[config.mk]
export PLATFORM = sky130hd
export DESIGN_NAME = conv_window_feeder
export DESIGN_NICKNAME = d
export VERILOG_FILES = /design/src/rtl/conv_window_feeder.sv
export SDC_FILE = /design/constraint.sdc
export NUM_CORES = 1
export LEC_CHECK = 0
export BUFFER_PORTS_ARGS = -buffer_cell sky130_fd_sc_hd__clkbuf_2
export CAP_MARGIN = 20
export CORE_MARGIN = 2
export CORE_UTILIZATION = 30
export CTS_CLUSTER_DIAMETER = 40
export DETAILED_ROUTE_END_ITERATION = 12
export GPL_TIMING_DRIVEN = 1
export PLACE_DENSITY = 0.52
export SLEW_MARGIN = 20
export SYNTH_ARGS = -nofsm -noshare
export SYNTH_HDL_FRONTEND = slang
export SYNTH_SLANG_ARGS = --single-unit
export TNS_END_PERCENT = 100
[constraint.sdc]
create_clock -name clk -period 5.66 [get_ports clk]
set_input_delay 0.283 -clock clk [delete_from_list [all_inputs] [get_ports clk]]
set_output_delay 0.283 -clock clk [all_outputs]
set_load 0.005 [all_outputs]
[src/rtl/conv_window_feeder.sv]
// Walks a feature map in SRAM and emits every valid-mode 3x3 window in raster order,
// re-reading only the entering column on each horizontal step.
module conv_window_feeder #(
  parameter int IMG_W  = 16,
  parameter int IMG_H  = 16,
  parameter int ADDR_W = 14
) (
  input  logic              clk,
  input  logic              rst,
  input  logic              start,
  input  logic [71:0]       w_in,
  output logic              mem_rd_en,
  output logic [ADDR_W-1:0] mem_addr,
  input  logic [7:0]        mem_rdata,
  output logic              o_valid,
  output logic [71:0]       o_tensor,
  output logic [71:0]       o_weight,
  output logic [ADDR_W-1:0] o_addr,
  output logic              busy,
  output logic              done
);

  localparam int R = IMG_H - 2;
  localparam int C = IMG_W - 2;

  typedef enum logic [2:0] {
    S_IDLE  = 3'd0,
    S_FILL  = 3'd1,
    S_SLIDE = 3'd2,
    S_WAIT  = 3'd3,
    S_EMIT  = 3'd4,
    S_DONE  = 3'd5
  } state_t;

  state_t              state_q, state_d;
  logic [ADDR_W-1:0]   r_q, r_d, c_q, c_d;
  logic [1:0]          rd_row_q, rd_row_d, rd_col_q, rd_col_d;
  logic [1:0]          cap_row_q, cap_row_d;
  logic                rd_vld_q, rd_vld_d;
  logic [15:0]         colbuf_q, colbuf_d;
  logic [71:0]         win_q, win_d;
  logic                mem_rd_en_q, mem_rd_en_d;
  logic [ADDR_W-1:0]   mem_addr_q, mem_addr_d;
  logic                o_valid_q, o_valid_d;
  logic [71:0]         o_tensor_q, o_tensor_d;
  logic [71:0]         o_weight_q, o_weight_d;
  logic [ADDR_W-1:0]   o_addr_q, o_addr_d;
  logic                busy_q, busy_d;
  logic                done_q, done_d;

  function automatic logic [ADDR_W-1:0] pix_addr(input logic [ADDR_W-1:0] y,
                                                 input logic [ADDR_W-1:0] x);
    return y * ADDR_W'(IMG_W) + x;
  endfunction

  // Drop column 0, move columns 1,2 left, and place the completed column in slot 2.
  function automatic logic [71:0] shift_in(input logic [71:0] win,
                                           input logic [15:0] colbuf,
                                           input logic [7:0]  rdata);
    logic [71:0] w;
    w = win;
    for (int row = 0; row < 3; row++) begin
      w[row*24 +: 8]     = win[row*24 + 8 +: 8];
      w[row*24 + 8 +: 8] = win[row*24 + 16 +: 8];
    end
    w[16 +: 8] = colbuf[7:0];
    w[40 +: 8] = colbuf[15:8];
    w[64 +: 8] = rdata;
    return w;
  endfunction

  // Next-state, read sequencing, window capture and output register updates.
  always_comb begin
    state_d     = state_q;
    r_d         = r_q;
    c_d         = c_q;
    rd_row_d    = rd_row_q;
    rd_col_d    = rd_col_q;
    cap_row_d   = cap_row_q;
    rd_vld_d    = mem_rd_en_q;
    colbuf_d    = colbuf_q;
    win_d       = win_q;
    mem_rd_en_d = 1'b0;
    mem_addr_d  = mem_addr_q;
    o_valid_d   = 1'b0;
    o_tensor_d  = o_tensor_q;
    o_weight_d  = o_weight_q;
    o_addr_d    = o_addr_q;
    busy_d      = busy_q;
    done_d      = 1'b0;

    if (rd_vld_q) begin
      if (cap_row_q == 2'd2) begin
        win_d     = shift_in(win_q, colbuf_q, mem_rdata);
        cap_row_d = 2'd0;
      end else begin
        if (cap_row_q == 2'd0) begin
          colbuf_d[7:0] = mem_rdata;
        end else begin
          colbuf_d[15:8] = mem_rdata;
        end
        cap_row_d = cap_row_q + 2'd1;
      end
    end else begin
      cap_row_d = cap_row_q;
    end

    case (state_q)
      S_IDLE: begin
        if (start) begin
          state_d     = S_FILL;
          o_weight_d  = w_in;
          r_d         = '0;
          c_d         = '0;
          busy_d      = 1'b1;
          rd_row_d    = 2'd0;
          rd_col_d    = 2'd0;
          cap_row_d   = 2'd0;
          mem_rd_en_d = 1'b1;
          mem_addr_d  = pix_addr('0, '0);
        end else begin
          state_d = S_IDLE;
        end
      end
      S_FILL: begin
        if (rd_row_q == 2'd2 && rd_col_q == 2'd2) begin
          state_d = S_WAIT;
        end else begin
          if (rd_row_q == 2'd2) begin
            rd_row_d = 2'd0;
            rd_col_d = rd_col_q + 2'd1;
          end else begin
            rd_row_d = rd_row_q + 2'd1;
          end
          mem_rd_en_d = 1'b1;
          mem_addr_d  = pix_addr(r_q + ADDR_W'(rd_row_d), c_q + ADDR_W'(rd_col_d));
        end
      end
      S_SLIDE: begin
        if (rd_row_q == 2'd2) begin
          state_d = S_WAIT;
        end else begin
          rd_row_d    = rd_row_q + 2'd1;
          mem_rd_en_d = 1'b1;
          mem_addr_d  = pix_addr(r_q + ADDR_W'(rd_row_d), c_q + ADDR_W'(2));
        end
      end
      S_WAIT: begin
        // The last pixel lands this cycle, so publish the window including it.
        state_d    = S_EMIT;
        o_valid_d  = 1'b1;
        o_tensor_d = win_d;
        o_addr_d   = r_q * ADDR_W'(C) + c_q;
      end
      S_EMIT: begin
        if (c_q < ADDR_W'(C - 1)) begin
          state_d     = S_SLIDE;
          c_d         = c_q + ADDR_W'(1);
          rd_row_d    = 2'd0;
          mem_rd_en_d = 1'b1;
          mem_addr_d  = pix_addr(r_q, c_q + ADDR_W'(3));
        end else if (r_q < ADDR_W'(R - 1)) begin
          state_d     = S_FILL;
          c_d         = '0;
          r_d         = r_q + ADDR_W'(1);
          rd_row_d    = 2'd0;
          rd_col_d    = 2'd0;
          mem_rd_en_d = 1'b1;
          mem_addr_d  = pix_addr(r_q + ADDR_W'(1), '0);
        end else begin
          state_d = S_DONE;
          done_d  = 1'b1;
        end
      end
      S_DONE: begin
        state_d = S_IDLE;
        busy_d  = 1'b0;
      end
      default: begin
        state_d = S_IDLE;
        busy_d  = 1'b0;
      end
    endcase
  end

  // State and output registers; reset also drops any read still in flight.
  always_ff @(posedge clk) begin
    if (rst) begin
      state_q     <= S_IDLE;
      r_q         <= '0;
      c_q         <= '0;
      rd_row_q    <= 2'd0;
      rd_col_q    <= 2'd0;
      cap_row_q   <= 2'd0;
      rd_vld_q    <= 1'b0;
      colbuf_q    <= 16'd0;
      win_q       <= 72'd0;
      mem_rd_en_q <= 1'b0;
      mem_addr_q  <= '0;
      o_valid_q   <= 1'b0;
      o_tensor_q  <= 72'd0;
      o_weight_q  <= 72'd0;
      o_addr_q    <= '0;
      busy_q      <= 1'b0;
      done_q      <= 1'b0;
    end else begin
      state_q     <= state_d;
      r_q         <= r_d;
      c_q         <= c_d;
      rd_row_q    <= rd_row_d;
      rd_col_q    <= rd_col_d;
      cap_row_q   <= cap_row_d;
      rd_vld_q    <= rd_vld_d;
      colbuf_q    <= colbuf_d;
      win_q       <= win_d;
      mem_rd_en_q <= mem_rd_en_d;
      mem_addr_q  <= mem_addr_d;
      o_valid_q   <= o_valid_d;
      o_tensor_q  <= o_tensor_d;
      o_weight_q  <= o_weight_d;
      o_addr_q    <= o_addr_d;
      busy_q      <= busy_d;
      done_q      <= done_d;
    end
  end

  assign mem_rd_en = mem_rd_en_q;
  assign mem_addr  = mem_addr_q;
  assign o_valid   = o_valid_q;
  assign o_tensor  = o_tensor_q;
  assign o_weight  = o_weight_q;
  assign o_addr    = o_addr_q;
  assign busy      = busy_q;
  assign done      = done_q;

endmodule

==> results of run 1 <==
## metal layers
layer,routed length [um],vias up,track usage (%),part of all wire [%]
met5,0,-,0,0
met4,1050,0,5.89,2.5
met3,2320,71,3.85,5.5
met2,19500,311,26.4,46
met1,19400,5969,22.0,46
li1,-,6374,-,-
## worst max-delay path, cell delays in order, from the launching register on
cell,delay (ps)
dfxtp_1,700
fa_1,530
ha_1,220
fa_1,420
a211o_1,280
a21oi_1,190
nor2b_1,70
nor2_1,120
xnor2_1,150
ha_1,310
a21oi_1,230
o21ai_0,150
a21o_1,190
a31oi_1,190
xnor2_1,120
xnor2_1,130
o21a_1,170
## sequential cells by signal, indices dropped and copies added, names as in the netlist, 2 cells and up
name and count:
cap_row_q 2, state_q 3, o_tensor 72, o_weight 72, r_q 14, c_q 14, rd_col_q 2, o_addr 14
rd_row_q 2, win_q 72, colbuf_q 16, mem_addr 14
## cell type report
cell class | count | area [sq um] | area share (%)
Multi-Input combinational cell | 1210 | 7790 | 41.1
Clock inverter | 41 | 564 | 2.97
Inverter | 34 | 128 | 0.672
Sequential cell | 302 | 6050 | 31.9
Clock buffer | 65 | 1510 | 7.93
Timing Repair Buffer | 346 | 2170 | 11.5
Tap cell | 615 | 769 | 4.05
## power groups by stage
stage                     Sequential (mW)  Clock (mW)  Combinational (mW)
after detailed placement             2.56           0                1.38
after CTS                            2.52        3.70                1.43
final                                2.52        3.61                1.41
after global placement               2.55           0                1.36
after floorplan                      2.53           0               0.861
after global routing                 2.55        3.80                1.58
## stage by stage
step                      cells  cell area, sq um  util [%]  total power [mW]
final                      2613             19000      40.0              7.54
after global routing       2613             19000      40.0              7.92
after CTS                  2612             19000      40.0              7.64
after detailed placement   2429             16100      34.0              3.94
after global placement     2429             16100      34.0              3.91
after floorplan            1646             14400         -              3.39
## worst paths after layout
| path | start | endpoint | slack [ps] | cells past startpoint |
|---|---|---|---|---|
| worst max-delay path | r_q[2] | o_addr[13] | 1380 | 16 |
| worst min-delay path | mem_rdata[4] | colbuf_q[12] | 30 | 3 |
| worst max register to register | r_q[2] | o_addr[13] | 1380 | 16 |
| worst min register to register | r_q[13] | r_q[13] | 440 | 2 |
## layout by cell type, fill, tap and decap left out, drive strengths merged, types with 6 or more instances in the layout
master	n
o21a	9
dfxtp	302
a221oi	6
nor2	237
a21oi	159
a41oi	7
fa	15
a22o	9
clkinv	12
o21ai	44
dlygate4sd3	77
nand3	27
nand4	12
a31oi	9
o221ai	7
xor2	24
nor2b	11
nand2b	15
a211oi	85
clkbuf	322
bufinv	10
o22ai	7
ha	81
a21o	14
nor4	7
inv	48
and3	8
buf	12
mux2i	81
nand2	212
xnor2	46
nor3	16
## repair_timing
item | in CTS | in global routing
buffers inserted | 0 | 0
hold buffers | 77 | 0
endpoints found under the hold margin | 78 | 0
## kinds of logic (layout without fill, tap and decap cells)
logic type                 after synthesis  count (layout)  synth area share, %
adders and majority gates               96              96                 9.15
AOI/OAI and AO/OA                      393             393                 17.8
and+or+nand+nor                        568             568                 17.1
DFF                                    302             302                 42.1
xor gates and xnor gates                70              70                 4.27
muxes                                   83              83                 5.80
buffers and inverters                  134             486                 3.70
==> results.tsv, run 1 <==
stage	metric	value	unit
setup_path	Worst EP arrival	4750	ps
logic_synthesis	most common cell in the netlist	dfxtp_1	
logic_synthesis	Net Count, Synth	1825	
cts	Root Buffer	clkbuf_16	
sta	endpoints failing setup	0	
drt	initial DRC count	779	
sta	worst hold margin	33.1	ps
place	port buffer count	258	
sta	RSZ-0062 raised after global routing	no	
sta	Max Slew Vio Count	0	
logic_synthesis	EDFF count, synth	0	
die	# rows	80	
power_and_ir_drop	Psw	2.25	mW
cts	Clock Path Buffers	3	
cts	Sink Count	302	
logic_synthesis	main area contributors after synthesis	dfxtp_1 (42%), ha_1 (7.1%), nor2_1 (6.1%)	
sta	setup ws final	1380	ps
logic_synthesis	Post-Syn Area	14400	sq um
hold_path	worst hold path class	input pin to flop	
sta	normalized max-slew margin	28.7	%
setup_path	WS Path Type	flop to flop	
sta	Max Freq	0.234	GHz
drt	drc violations	0	
sta	Clock Skew	19.6	ps
logic_synthesis	top-area cell type share of the netlist area	42.1	%
place	pre-CTS WS	1420	ps
place	DP HPWL	29300	um
cts	H-tree depth	2	
sta	setup tns final	0	ps
run	Max Cap Viol	0	
power_and_ir_drop	Lkg Pwr	8.49	nW
sta	period utilization	75.6	%
grt	first-pass GRT wire length	66500	um
sta	Fin. Hold Viols	0	
final_layout	Nets	2129	
final_layout	# diodes	0	
final_layout	share of cells above drive strength 1	20.3	%
die	full die area	49600	sq um
cts	clock insertion delay at the later pin of the skew report	590	ps
setup_path	WP data required	6130	ps
grt	GRT Total Usage	16.6	%
grt	vias in the first global route	12100	
logic_synthesis	Syn Area/Cell	8.72	sq um
logic_synthesis	Yosys cell types	79	
final_layout	Area Growth Syn to Fin	32.2	%
cts	CTS clk-pin slew, worst paths	60	ps
final_layout	fillers	4804	
die	# IOs	259	
outcome	status	finished clean	
cts	CTS buffer count	56	
drt	total number of vias	12700	
logic_synthesis	Post-Synthesis Cells	1646	
logic_synthesis	register bit total from synthesis	302	
setup_path	CP Launch Type	flop	
die	total core area	47400	sq um
drt	total length of routed wires	42300	um
place	gpl congestion	0.861	
logic_synthesis	FFs w/ async S/R, synth	0	%
power_and_ir_drop	combinational group share of total power	18.8	%
setup_path	CP Max Fanout	14	
die	Starting Density	30.3	%
die	Die Ht	223	um
power_and_ir_drop	P_int	5.29	mW
drt	drt via density	4.87	
drt	drt wl/cell	16.2	um
logic_synthesis	Post-synth top cells	dfxtp_1 (302), nor2_1 (234), nand2_1 (211), a21oi_1 (158), a211oi_1 (85)	
cts	Resized Gates After CTS	0	
cts	CTS tree	built	
grt	global route overflow	0	
logic_synthesis	largest area contributor in the netlist	dfxtp_1	
grt	initial antenna violation count	0	
setup_path	crit end category	flop	
logic_synthesis	predominant post-synthesis flop cell	dfxtp_1	
power_and_ir_drop	Sw Ratio	29.8	%
drt	antenna-violating nets left	0	
power_and_ir_drop	sequential share of power	33.4	%
drt	First-pass DRT Iterations	6	
logic_synthesis	synthesis warning total	0	
sta	Tmin final	4280	ps
sta	Worst Max-Slew Pin Slew	1070	ps
logic_synthesis	Seq/Total Area, Yosys	42.1	%
grt	largest net degree at the start of global routing	144	
die	Die Width	223	um
power_and_ir_drop	PwrDens	397	nW/um^2
power_and_ir_drop	Max VDD drop	0.287	mV
power_and_ir_drop	Clk pwr share	47.9	%
No activity file was read; power rests on OpenSTA's default activity.
==> run 2: changes to the inputs <==
--- a/config.mk
+++ b/config.mk
@@ -12,7 +12,7 @@
 export CTS_CLUSTER_DIAMETER = 40
 export DETAILED_ROUTE_END_ITERATION = 12
 export GPL_TIMING_DRIVEN = 1
-export PLACE_DENSITY = 0.52
+export PLACE_DENSITY = 0.54
 export SLEW_MARGIN = 20
 export SYNTH_ARGS = -nofsm -noshare
 export SYNTH_HDL_FRONTEND = slang
==> constraint.sdc (replaced) <==
create_clock -name clk -period 3.55 [get_ports clk]
set_input_delay 0.1775 -clock clk [delete_from_list [all_inputs] [get_ports clk]]
set_output_delay 0.1775 -clock clk [all_outputs]
set_load 0.005 [all_outputs]
==> run 2 against run 1 <==
Net effect:
- sequential power rose by 58%
- clock power rose by 62%
- clock skew grew 18 ps
- critical path depth is the same
- global-route usage rose by 0.19 points
- sequential share of layout area fell by 0.71 points
- largest power group unchanged
==> results.tsv, run 2 (same netlist as run 1, synthesis figures left out) <==
stage	metric	value	unit
outcome	status	finished clean	
setup_path	Critical R2R Capture	o_addr[13]	
cts	CTS clk-pin slew, worst paths	50	ps
grt	vias in the first global route	12600	
grt	first-pass GRT wire length	66900	um
place	gpl congestion	0.853	
place	Placed Area	16500	sq um
die	# rows	80	
place	port buffer count	258	
final_layout	most frequent cells in the layout	dfxtp_1 (298), clkbuf_2 (257), nor2_1 (233)	
sta	Clock Skew	37.7	ps
sta	period utilization	99.1	%
power_and_ir_drop	Max VDD drop	0.384	mV
final_layout	Area Growth Syn to Fin	35.4	%
sta	worst hold margin	54.2	ps
sta	Max Freq	0.284	GHz
die	# IOs	259	
power_and_ir_drop	PwrDens	625	nW/um^2
final_layout	Nets	2175	
sta	Max Slew Vio Count	0	
setup_path	Register-to-Register Path Depth	16	
sta	Fin. Hold Viols	0	
cts	clock insertion delay at the later pin of the skew report	610	ps
cts	H-tree depth	2	
sta	endpoints failing setup	0	
setup_path	WP data required	4020	ps
final_layout	share of cells above drive strength 1	22.8	%
sta	RSZ-0062 raised after global routing	yes	
cts	Clock Path Buffers	3	
drt	antenna-violating nets left	0	
power_and_ir_drop	Lkg Pwr	8.72	nW
setup_path	crit end category	flop	
die	Die Width	223	um
setup_path	Worst EP arrival	3990	ps
setup_path	WS Path Type	flop to flop	
final_layout	# diodes	0	
grt	initial antenna violation count	0	
hold_path	Worst Hold Path EP	busy	
die	Starting Density	30.3	%
drt	drt wl/cell	16.2	um
hold_path	Hold Path Origin	start	
final_layout	cell area after layout	19400	sq um
drt	total number of vias	13000	
final_layout	commonest non-fill, non-tap cell in the layout	dfxtp_1	
sta	setup tns final	0	ps
drt	total length of routed wires	43000	um
sta	normalized max-slew margin	37.8	%
grt	GRT Total Usage	16.8	%
grt	global route overflow	0	
sta	setup ws final	30.5	ps
drt	First-pass DRT Iterations	5	
hold_path	hold path depth	5	
drt	drc violations	0	
die	Die Ht	223	um
hold_path	worst hold path class	input pin to flop	
setup_path	CP Launch Type	flop	
grt	largest net degree at the start of global routing	131	
cts	CTS buffer count	57	
power_and_ir_drop	overall power	12.2	mW
run	Max Cap Viol	0	
cts	Root Buffer	clkbuf_16	
die	total core area	47400	sq um
setup_path	worst r2r src	r_q[1]	
drt	drt via density	4.90	
die	full die area	49600	sq um
setup_path	R2R Setup Slk	30	ps
cts	CTS tree	built	
sta	Tmin final	3520	ps
sta	Worst Max-Slew Pin Slew	933	ps
cts	Sink Count	302	
drt	initial DRC count	710	
final_layout	fillers	4747	
place	DP HPWL	30100	um
setup_path	CP Max Fanout	3	
place	pre-CTS WS	-75.5	ps
-- run 2: changes by cell type in the layout (fill, tap and decap cells not counted), sizes merged --
cell and change:
buf +41, clkbuf -1, clkinv +1, clkinvlp +3, dlygate4sd3 +3, inv -1
-- run 2: metal layers --
metal | share of wire [%] | track usage (%) | up-vias | wire, um
met4 | 3.8 | 8.01 | 0 | 1630
met1 | 44 | 21.0 | 6085 | 19000
met2 | 46 | 27.1 | 348 | 19700
met5 | 0 | 0 | - | 0
met3 | 6.3 | 4.24 | 97 | 2730
li1 | - | - | 6491 | -
-- run 2: critical path: stages (launching register included) --
cell	delay (ps)
dfxtp_4	350
fa_1	460
ha_2	200
fa_2	340
a211o_1	280
a21oi_2	170
nor2b_1	60
nor2_1	120
xnor2_1	140
ha_1	280
a21oi_2	160
o21ai_1	100
a21o_1	190
a31oi_2	160
xnor2_1	160
xnor2_1	90
o21a_1	170
-- run 2: where the power goes --
part | switching, mW | internal [mW] | total [mW]
Sequential | 0.229 | 3.76 | 3.99
Combinational | 1.42 | 0.898 | 2.32
Clock | 2.01 | 3.83 | 5.84
-- run 2: timing repair --
item                       CTS  global route
setup buffers                1             3
pin swaps                    3             7
hold endpoints to repair    98             0
resized for setup            5            15
setup endpoints to repair    1             7
gates cloned                 0             0
hold buffers                80             0
-- run 2: worst max-delay path by stage --
stage	end	slack [ps]	cells after the start	from
finish	o_addr[13]	30	16	r_q[1]
global route	o_addr[13]	-150	15	r_q[1]
CTS	o_addr[13]	20	16	r_q[2]
detailed placement	o_addr[13]	-80	16	r_q[1]
global placement	o_addr[13]	-110	15	r_q[1]
floorplan	o_addr[13]	10	16	r_q[0]
-- run 2: metrics by stage --
stage	utilization, %	instances
after CTS	40.8	2658
final	41.0	2659
after global routing	41.0	2659
after detailed placement	34.7	2470
after floorplan	-	1646
after global placement	34.7	2470
-- run 2: final cells by class --
cell class | count | area, sq um | share of cell area, %
multi-input combinational | 1210 | 7860 | 40.4
sequential | 302 | 6050 | 31.1
timing repair buffer | 391 | 2520 | 13.0
clock buffer | 63 | 1500 | 7.72
tap | 615 | 769 | 3.96
clock inverter | 44 | 606 | 3.12
inverter | 34 | 128 | 0.657
